$ cat config.mk
export PLATFORM = sky130hd
export DESIGN_NAME = dm_cache_ctrl
export DESIGN_NICKNAME = d
export VERILOG_FILES = /design/src/rtl/dm_cache_pkg.sv /design/src/rtl/dm_line_store.sv /design/src/rtl/dm_cache_ctrl.sv
export SDC_FILE = /design/constraint.sdc
export NUM_CORES = 1
export LEC_CHECK = 0
export CORE_ASPECT_RATIO = 1.25
export CORE_UTILIZATION = 59
export DETAILED_ROUTE_END_ITERATION = 10
export HOLD_SLACK_MARGIN = 0.05
export PLACE_DENSITY = 0.9
export SLEW_MARGIN = 10
export SYNTH_ARGS = -nofsm -noshare
export SYNTH_HDL_FRONTEND = slang
export SYNTH_SLANG_ARGS = --single-unit
$ cat constraint.sdc
create_clock -name clk -period 6.6 [get_ports clk]
set_clock_uncertainty 0.15 [all_clocks]
set_input_delay 1.32 -clock clk [delete_from_list [all_inputs] [get_ports clk]]
set_output_delay 1.32 -clock clk [all_outputs]
set_load 0.005 [all_outputs]
$ cat src/rtl/dm_cache_pkg.sv
// dm_cache_pkg: shared constants and helpers for the
// direct-mapped write-through cache controller.
package dm_cache_pkg;

    localparam int ADDR_W_D  = 16;
    localparam int INDEX_W_D = 4;
    localparam int DATA_W_D  = 16;

    localparam logic [2:0] S_IDLE   = 3'd0;
    localparam logic [2:0] S_LOOKUP = 3'd1;
    localparam logic [2:0] S_MEM_RD = 3'd2;
    localparam logic [2:0] S_MEM_WR = 3'd3;
    localparam logic [2:0] S_RESP   = 3'd4;

    function automatic logic [31:0] line_index(
        input logic [31:0] addr,
        input int unsigned iw
    );
        return addr & ((32'd1 << iw) - 32'd1);
    endfunction

    function automatic logic [31:0] line_tag(
        input logic [31:0] addr,
        input int unsigned iw
    );
        return addr >> iw;
    endfunction

endpackage

$ cat src/rtl/dm_line_store.sv
// dm_line_store: tag/valid/data arrays, async read,
// sync write, bulk and async valid clear.
module dm_line_store
    import dm_cache_pkg::*;
#(
    parameter int INDEX_W = INDEX_W_D,
    parameter int TAG_W   = ADDR_W_D - INDEX_W_D,
    parameter int DATA_W  = DATA_W_D
) (
    input  logic               clk,
    input  logic               clr,
    input  logic               i_inv,
    input  logic               i_we,
    input  logic [INDEX_W-1:0] i_idx,
    input  logic [TAG_W-1:0]   i_tag,
    input  logic [DATA_W-1:0]  i_data,
    output logic               o_valid,
    output logic [TAG_W-1:0]   o_tag,
    output logic [DATA_W-1:0]  o_data
);

    localparam int LINES = 1 << INDEX_W;

    logic [LINES-1:0]  r_valid;
    logic [TAG_W-1:0]  r_tag  [LINES];
    logic [DATA_W-1:0] r_data [LINES];

    // Valid bits: async clear on reset, bulk clear, set on fill
    always_ff @(posedge clk or negedge clr) begin
        if (!clr) begin
            r_valid <= '0;
        end else if (i_inv) begin
            r_valid <= '0;
        end else if (i_we) begin
            r_valid[i_idx] <= 1'b1;
        end
    end

    // Tag and data payload; contents are meaningless until valid
    always_ff @(posedge clk) begin
        if (i_we) begin
            r_tag[i_idx]  <= i_tag;
            r_data[i_idx] <= i_data;
        end
    end

    assign o_valid = r_valid[i_idx];
    assign o_tag   = r_tag[i_idx];
    assign o_data  = r_data[i_idx];

endmodule

$ cat src/rtl/dm_cache_ctrl.sv
// dm_cache_ctrl: write-through, no-write-allocate cache
// controller with memory req/ack refill and hit counter.
module dm_cache_ctrl
    import dm_cache_pkg::*;
#(
    parameter int ADDR_W  = ADDR_W_D,
    parameter int INDEX_W = INDEX_W_D,
    parameter int DATA_W  = DATA_W_D
) (
    input  logic              clk,
    input  logic              clr,
    input  logic              cpu_req,
    input  logic              cpu_we,
    input  logic [ADDR_W-1:0] cpu_addr,
    input  logic [DATA_W-1:0] cpu_wdata,
    output logic [DATA_W-1:0] cpu_rdata,
    output logic              cpu_done,
    output logic              cpu_busy,
    input  logic              cache_inv,
    output logic              mem_req,
    output logic              mem_we,
    output logic [ADDR_W-1:0] mem_addr,
    output logic [DATA_W-1:0] mem_wdata,
    input  logic              mem_ack,
    input  logic [DATA_W-1:0] mem_rdata,
    output logic [15:0]       hit_count
);

    localparam int TAG_W = ADDR_W - INDEX_W;

    logic [2:0]         r_state;
    logic [2:0]         w_next;
    logic               r_we;
    logic [ADDR_W-1:0]  r_addr;
    logic [DATA_W-1:0]  r_wdata;
    logic [DATA_W-1:0]  r_rdata;
    logic [15:0]        r_hits;

    logic [INDEX_W-1:0] w_idx;
    logic [TAG_W-1:0]   w_tag;
    logic               w_line_valid;
    logic [TAG_W-1:0]   w_line_tag;
    logic [DATA_W-1:0]  w_line_data;
    logic               w_hit;
    logic               w_inv;
    logic               w_accept;
    logic               w_st_we;
    logic [DATA_W-1:0]  w_st_data;
    logic               w_mem_act;

    assign w_idx = INDEX_W'(line_index(32'(r_addr), INDEX_W));
    assign w_tag = TAG_W'(line_tag(32'(r_addr), INDEX_W));

    assign w_hit     = w_line_valid && (w_line_tag == w_tag);
    assign w_inv     = (r_state == S_IDLE) && cache_inv;
    assign w_accept  = (r_state == S_IDLE) && !cache_inv
                       && cpu_req;
    // Write hits rewrite the same tag, so one fill port suffices
    assign w_st_we   = ((r_state == S_LOOKUP) && r_we && w_hit)
                       || ((r_state == S_MEM_RD) && mem_ack);
    assign w_st_data = (r_state == S_MEM_RD) ? mem_rdata : r_wdata;

    dm_line_store #(
        .INDEX_W (INDEX_W),
        .TAG_W   (TAG_W),
        .DATA_W  (DATA_W)
    ) u_store (
        .clk     (clk),
        .clr     (clr),
        .i_inv   (w_inv),
        .i_we    (w_st_we),
        .i_idx   (w_idx),
        .i_tag   (w_tag),
        .i_data  (w_st_data),
        .o_valid (w_line_valid),
        .o_tag   (w_line_tag),
        .o_data  (w_line_data)
    );

    // Next-state selection
    always_comb begin
        w_next = r_state;
        case (r_state)
            S_IDLE:   if (w_accept) w_next = S_LOOKUP;
            S_LOOKUP: begin
                if (r_we)       w_next = S_MEM_WR;
                else if (w_hit) w_next = S_RESP;
                else            w_next = S_MEM_RD;
            end
            S_MEM_RD: if (mem_ack) w_next = S_RESP;
            S_MEM_WR: if (mem_ack) w_next = S_RESP;
            S_RESP:   w_next = S_IDLE;
            default:  w_next = S_IDLE;
        endcase
    end

    // State, request latches, read data and hit counter
    always_ff @(posedge clk or negedge clr) begin
        if (!clr) begin
            r_state <= S_IDLE;
            r_we    <= 1'b0;
            r_addr  <= '0;
            r_wdata <= '0;
            r_rdata <= '0;
            r_hits  <= '0;
        end else begin
            r_state <= w_next;
            if (w_accept) begin
                r_we    <= cpu_we;
                r_addr  <= cpu_addr;
                r_wdata <= cpu_wdata;
            end
            if ((r_state == S_LOOKUP) && !r_we && w_hit)
                r_rdata <= w_line_data;
            else if ((r_state == S_MEM_RD) && mem_ack)
                r_rdata <= mem_rdata;
            if ((r_state == S_LOOKUP) && w_hit
                && (r_hits != 16'hFFFF))
                r_hits <= r_hits + 16'd1;
        end
    end

    assign w_mem_act = (r_state == S_MEM_RD)
                       || (r_state == S_MEM_WR);

    assign cpu_rdata = r_rdata;
    assign cpu_done  = (r_state == S_RESP);
    assign cpu_busy  = (r_state != S_IDLE);
    assign mem_req   = w_mem_act;
    assign mem_we    = (r_state == S_MEM_WR);
    assign mem_addr  = w_mem_act ? r_addr : '0;
    assign mem_wdata = (r_state == S_MEM_WR) ? r_wdata : '0;
    assign hit_count = r_hits;

endmodule

# Word-level counts from Yosys, hierarchy flattened
# Memories as Yosys holds them, arrays and structs flattened. A register that Yosys moved wholly into a read port is not among the register bits.
# Cells that the tools add are included.
dict set report op_classes {
  addsub 1
  order_cmp 2
  eq_ne 8
  mux 16
  bitwise 1
  reduce_logical 23
}
# operator count
set ops {}
lappend ops {{16-bit two-way mux} 5}
lappend ops {{16-bit by 1-bit adder with 16-bit output (second input constant)} 1}
lappend ops {{16-bit != test (second input constant)} 1}
lappend ops {{16-bit OR} 1}
lappend ops {{12-bit == test} 1}
lappend ops {{1-bit logical AND} 12}
lappend ops {{3-bit two-way mux} 4}
lappend ops {{3-bit one-hot mux with 3 select lines} 1}
lappend ops {{3-bit by 2-bit == test with 1-bit output (second input constant)} 2}
lappend ops {{4-bit by 5-bit less-than comparator with 1-bit output (second input constant)} 1}
lappend ops {{1-bit binary-select mux with 4-bit select} 1}
lappend ops {{1-bit demux with 4-bit select} 1}
lappend ops {{4-bit by 1-bit greater-or-equal comparator with 1-bit output (second input constant)} 1}
lappend ops {{1-bit two-way mux} 4}
lappend ops {{2-bit nonzero test} 2}
lappend ops {{3-bit by 1-bit == test with 1-bit output (second input constant)} 1}
lappend ops {{3-bit == test (second input constant)} 1}
lappend ops {{1-bit zero test} 3}
lappend ops {{3-bit zero test} 1}
lappend ops {{3-bit nonzero test} 1}
lappend ops {{1-bit logical OR} 2}
lappend ops {{2-bit by 1-bit != test with 1-bit output (second input constant)} 1}
lappend ops {{2-bit != test (second input constant)} 1}
lappend ops {{2-bit AND reduction} 1}
lappend ops {{2-bit OR reduction} 1}
dict set report word_totals {
  register_bits 68
  ram_bits 448
  out_inout_bits 68
  memories 2
}
# name depth width rd rd_ports_with_merged_regs wr line
set memory_table {}
lappend memory_table {u_store.r_data 16 16 1 1 1 dm_line_store.sv:26} ;# logic [DATA_W-1:0] r_data [LINES];
lappend memory_table {u_store.r_tag 16 12 1 0 1 dm_line_store.sv:25} ;# logic [TAG_W-1:0] r_tag [LINES];

# Longest topological paths before layout
dict set report logic_depth {
  depth_word 7
  ltp_mapped 14
  depth_no_buf 9
}

# Modules after synthesis
# A second synthesis with hierarchy kept.
dict set report unflattened {
  hier_cells 1093
  hier_area_um2 21190.3
}
# module instances cells_each area_per_inst_um2
set by_module_without_submodules {}
lappend by_module_without_submodules {dm_line_store 1 777 17554.3}
lappend by_module_without_submodules {dm_cache_ctrl 1 316 3636.0}

# Worst setup path before layout
# OpenSTA, ideal clock, no wires.
dict set report synth_path {
  path_type {reg2reg}
  startpoint {register r_addr[3]}
  endpoint {memory u_store.r_data[13][0] in the netlist's numbering (enable)}
  setup_time_ns 0.457
  t_arrival_ns 4.882
  t_required_ns 5.993
  slack_ns 1.111
  stages_incl_launch_ff 12
  path_buffers 4
  synth_period_minus_slack_ns 5.489
  cell_sequence {dfrtp_1 buf_2 buf_2 buf_1 clkbuf_1 mux2i_1 mux2i_1 xnor2_1 nand4b_1 a211o_1 o31ai_1 nor3b_1}
}
dict set report synth_between {
  elab_chain_cells 7
  word_cells_on_any_way 9
  classes_between {1 x eq/ne; 4 x mux; 3 x reduce/logical; 1 x memory}
}
# element line
set synth_rtl {}
lappend synth_rtl {{start: declaration} dm_cache_ctrl.sv:34} ;# logic [ADDR_W-1:0] r_addr;
lappend synth_rtl {{start signal: assignment} dm_cache_ctrl.sv:110} ;# r_addr <= cpu_addr;
lappend synth_rtl {{memory read 16 x 12 bit or 1-bit binary-select mux with 4-bit select (tied branches)} --}
lappend synth_rtl {{12-bit == test or 1-bit two-way mux (tied branches)} {dm_cache_ctrl.sv:54, dm_line_store.sv:47}}
lappend synth_rtl {{1-bit logical AND} dm_cache_ctrl.sv:54} ;# assign w_hit = w_line_valid && (w_line_tag == w_tag);
lappend synth_rtl {{1-bit logical AND} dm_cache_ctrl.sv:59} ;# assign w_st_we = ((r_state == S_LOOKUP) && r_we && w_hit)
lappend synth_rtl {{1-bit logical OR} dm_cache_ctrl.sv:60} ;# || ((r_state == S_MEM_RD) && mem_ack);
lappend synth_rtl {{1-bit two-way mux} dm_line_store.sv:41} ;# if (i_we) begin
lappend synth_rtl {{1-bit two-way mux (not written as such)} dm_line_store.sv:43} ;# r_data[i_idx] <= i_data;
lappend synth_rtl {{end: declaration} dm_line_store.sv:26}
# Several ways; a longest one is shown, not always the timed one. The select of a mux whose other input is x is not followed.

# Worst setup path in the final report
dict set report layout_path {
  startpoint {register r_addr[1]}
  endpoint {memory u_store.r_tag[14][11] in the netlist's numbering (enable)}
}
dict set report layout_between {
  elab_chain_cells 7
  word_cells_on_any_way 9
  classes_between {1 x eq/ne; 4 x mux; 3 x reduce/logical; 1 x memory}
}
# element line
set layout_rtl {}
lappend layout_rtl {{memory read 16 x 12 bit or 1-bit binary-select mux with 4-bit select (tied branches)} --}
lappend layout_rtl {{12-bit == test or 1-bit two-way mux (tied branches)} {dm_cache_ctrl.sv:54, dm_line_store.sv:47}}
lappend layout_rtl {{1-bit logical AND} dm_cache_ctrl.sv:54}
lappend layout_rtl {{1-bit logical AND} dm_cache_ctrl.sv:59}
lappend layout_rtl {{1-bit logical OR} dm_cache_ctrl.sv:60}
lappend layout_rtl {{1-bit two-way mux} dm_line_store.sv:41}
lappend layout_rtl {{1-bit two-way mux (not written as such)} dm_line_store.sv:42} ;# r_tag[i_idx] <= i_tag;
lappend layout_rtl {{end: declaration} dm_line_store.sv:25}
# Several ways; a longest one is shown, not always the timed one. The select of a mux whose other input is x is not followed.

==> flow_metrics.py <==
metrics = {
    "yosys": {
        "yosys-top-cells-area": "edfxtp_1 (63%), mux4_2 (12%), dfrtp_1 (9.9%)",
        "synth_edf_count": 448,
        "syn_nets": 1150,
        "synth-seq-cells": 532,
        "synthTopCellsByCount": "edfxtp_1 (448), mux4_2 (117), dfrtp_1 (84)",
        "yosysTopAreaCell": "edfxtp_1",
        "synth_top_cell_area_share_pct": 63.22,
        "yosysMostFrequentCell": "edfxtp_1",
        "netlist_area_sq_mm": 0.02128,
        "synthArstFlopShare_pct": 15.79,
        "synth_cells": 1095,
        "synth_cell_types": 47,
        "ys_warn_count": 0,
        "ys.flop_type": "edfxtp_1",
        "yosysSeqAreaShare_pct": 73.10,
        "avgSynthCellArea_sq_um": 19.43,
    },
    "timing": {
        "max_slew_margin_pct": 30.36,
        "fin_tns_setup_ps": 0,
        "setup_violations": 0,
        "period_share_pct": 89.18,
        "worst_hold_slack_ps": 338.7,
        "fin_crit_ps": 5886,
        "rsz0062_at_grt": "false",
        "fmax_mhz": 169.9,
        "setup_ws_ps": 714.4,
        "tightest_slew_ps": 1042,
        "finalHoldViolations": 0,
        "report.final.slew_viol_count": 0,
    },
    "floorplanning": {
        "die_area_sq_mm": 0.03683,
        "die_w_um": 171.9,
        "row_count": 77,
        "ios": 122,
        "die_h_um": 214.3,
        "core_sq_mm": 0.03545,
        "start_util_pct": 60.02,
    },
    "power_and_ir_drop": {
        "p_leak_nw": 8.440,
        "cellPowerDensity_mw_per_mm2": 438.1,
        "peakVddDrop_mv": 0.3254,
    },
    "cells_and_area": {
        "drive_gt1_share_pct": 25.56,
        "fin_nets": 1304,
        "fillers": 2035,
        "final_util_pct": 70.28,
        "antenna_cells": 0,
        "multi_input_area_sq_mm": 0.005555,
        "regArea_sq_mm": 0.01557,
        "syn2layout_area_growth_pct": 17.10,
    },
    "grt": {
        "grt_pass1_vias": 12100,
        "grt_antenna_before_repair": 1,
        "grt_overflow": 0,
        "track_usage_pct": 29.70,
        "grt_pass1_wl_mm": 77.37,
        "grt_max_degree": 68,
    },
    "clocking": {
        "clk_pin_slew_ps": 60,
        "cts_tree": "yes",
        "ctsHtreeMaxLevel": 2,
        "clockRootBuffer": "clkbuf_16",
        "cts_buffers": 48,
        "cts-resized-gates": 0,
        "cts_sinks": 532,
        "hold_buffers": 0,
        "clk_latency_ps": 580,
        "clk_path_buf_depth": 3,
        "post_cts_buffers": 0,
    },
    "worst_setup_path": {
        "start_kind": "register",
        "end_kind": "register",
        "path_max_fanout": 39,
        "crit_type": "register to register",
        "worstPathRequired_ps": 6710,
        "crit_arrival_ps": 6000,
    },
    "placement": {
        "dp_slack_ps": 971.6,
        "place_hpwl_mm": 30.83,
        "place.gp.congestion": 0.8169,
        "portBuffers": 121,
    },
    "routing": {
        "vias_per_cell": 6.671,
        "routedWlPerCell_um": 30.03,
        "drc": 0,
        "num_vias": 11750,
        "drtPass1Iterations": 7,
        "drtIter0Drc": 1322,
        "ant_nets": 0,
        "totalWireLength_mm": 52.89,
    },
    "run_status": {
        "status": "complete, no violations",
    },
    "hold_path": {
        "hold_class": "register to register",
    },
    "flow_run": {
        "drv_cap": 0,
    },
}
-- flip-flops by register name, summed over array words and instances, names as in the netlist --
signal / cells
r_state: 3
u_store.r_tag: 192
u_store.r_valid: 16
cpu_rdata: 16
r_addr: 16
u_store.r_data: 256
r_wdata: 16
hit_count: 16
r_we: 1
-- worst max-delay path: stages, from the launching register on --
cell	delay, ps
dfrtp_4	900
mux4_2	610
mux2i_1	230
xor2_1	240
nand2_1	130
or4_1	540
a211o_1	370
o31ai_1	780
nand2_1	520
nor2_4	710
buf_4	370
-- layout make-up --
class | count | area share, %
flip-flops and latches | 532 | 62.48
multi-input cells | 498 | 22.29
repair buffers | 161 | 6.156
clock buffers | 67 | 5.719
well taps | 474 | 2.380
clock inverters | 21 | 0.8536
inverters | 8 | 0.1205
-- power breakdown --
part	internal (mW)	switching [mW]	leakage (nW)	total, mW
Sequential	4.38	0.569	5.08	4.95
Clock	1.66	1.22	0.818	2.89
Combinational	1.43	1.65	2.54	3.08
-- per-layer routing --
metal / share of wire [%] / up-vias / routed length [um] / track usage, %
met5: 0 / - / 0 / 0
met4: 3.8 / 0 / 2008 / 12.83
met3: 9.7 / 145 / 5120 / 4.836
met2: 52 / 893 / 27690 / 50.39
met1: 34 / 6018 / 18070 / 37.91
li1: - / 4691 / - / -
-- cells in the final DEF, fill, tap and decap left out, types with 8 or more instances in the layout --
master / synthesis / final
a21oi_1: 21 / 21
and2_1: 18 / 18
and3_1: 18 / 18
buf_4: 2 / 39
clkbuf_16: 0 / 50
clkbuf_8: 0 / 11
clkdlybuf4s50_1: 0 / 120
clkinv_2: 0 / 12
dfrtp_1: 84 / 80
edfxtp_1: 448 / 448
inv_1: 8 / 8
mux2_2: 65 / 65
mux2i_1: 50 / 50
mux4_2: 117 / 117
nand2_1: 32 / 32
nand3_1: 9 / 9
nor2_1: 50 / 36
nor2_4: 0 / 14
o21ai_0: 17 / 17
xnor2_1: 15 / 15
xor2_1: 17 / 17
-- final timing paths --
check,endpoint,from,slack (ps),cells after the start
setup / recovery,u_store.r_tag[14][11]$_DFFE_PP_,r_addr[1]$_DFFE_PN0P_,710,10
hold / removal,u_store.r_valid[2]$_DFFE_PN0P_,u_store.r_valid[2]$_DFFE_PN0P_,340,2
setup reg to reg,u_store.r_tag[14][11]$_DFFE_PP_,r_addr[1]$_DFFE_PN0P_,710,10
hold reg to reg,u_store.r_valid[2]$_DFFE_PN0P_,u_store.r_valid[2]$_DFFE_PN0P_,340,2
max in group asynchronous,cpu_rdata[6]$_DFFE_PN0P_,clr,4640,2
min in group asynchronous,r_addr[15]$_DFFE_PN0P_,clr,490,1
-- logic make-up (layout without fill, tap and decap cells) --
kind of cell	after synthesis	after routing	share of synthesized area [%]
DFF	532	532	73.10
muxes	232	232	18.17
and+or+nand+nor	167	167	4.069
AOI/OAI and AO/OA	66	66	1.905
buffers and inverters	65	257	1.376
xor gates and xnor gates	32	32	1.317
adders and majority gates	1	1	0.05879
-- through the flow --
stage	std cells	area, sq um	power (mW)
final	1761	24920	10.92
after global routing	1761	24920	11.24
after CTS	1761	24920	10.91
after detailed placement	1673	23280	7.950
after global placement	1673	23280	7.774
after floorplan	1095	21280	6.775
(Power assumes the default switching activity.)
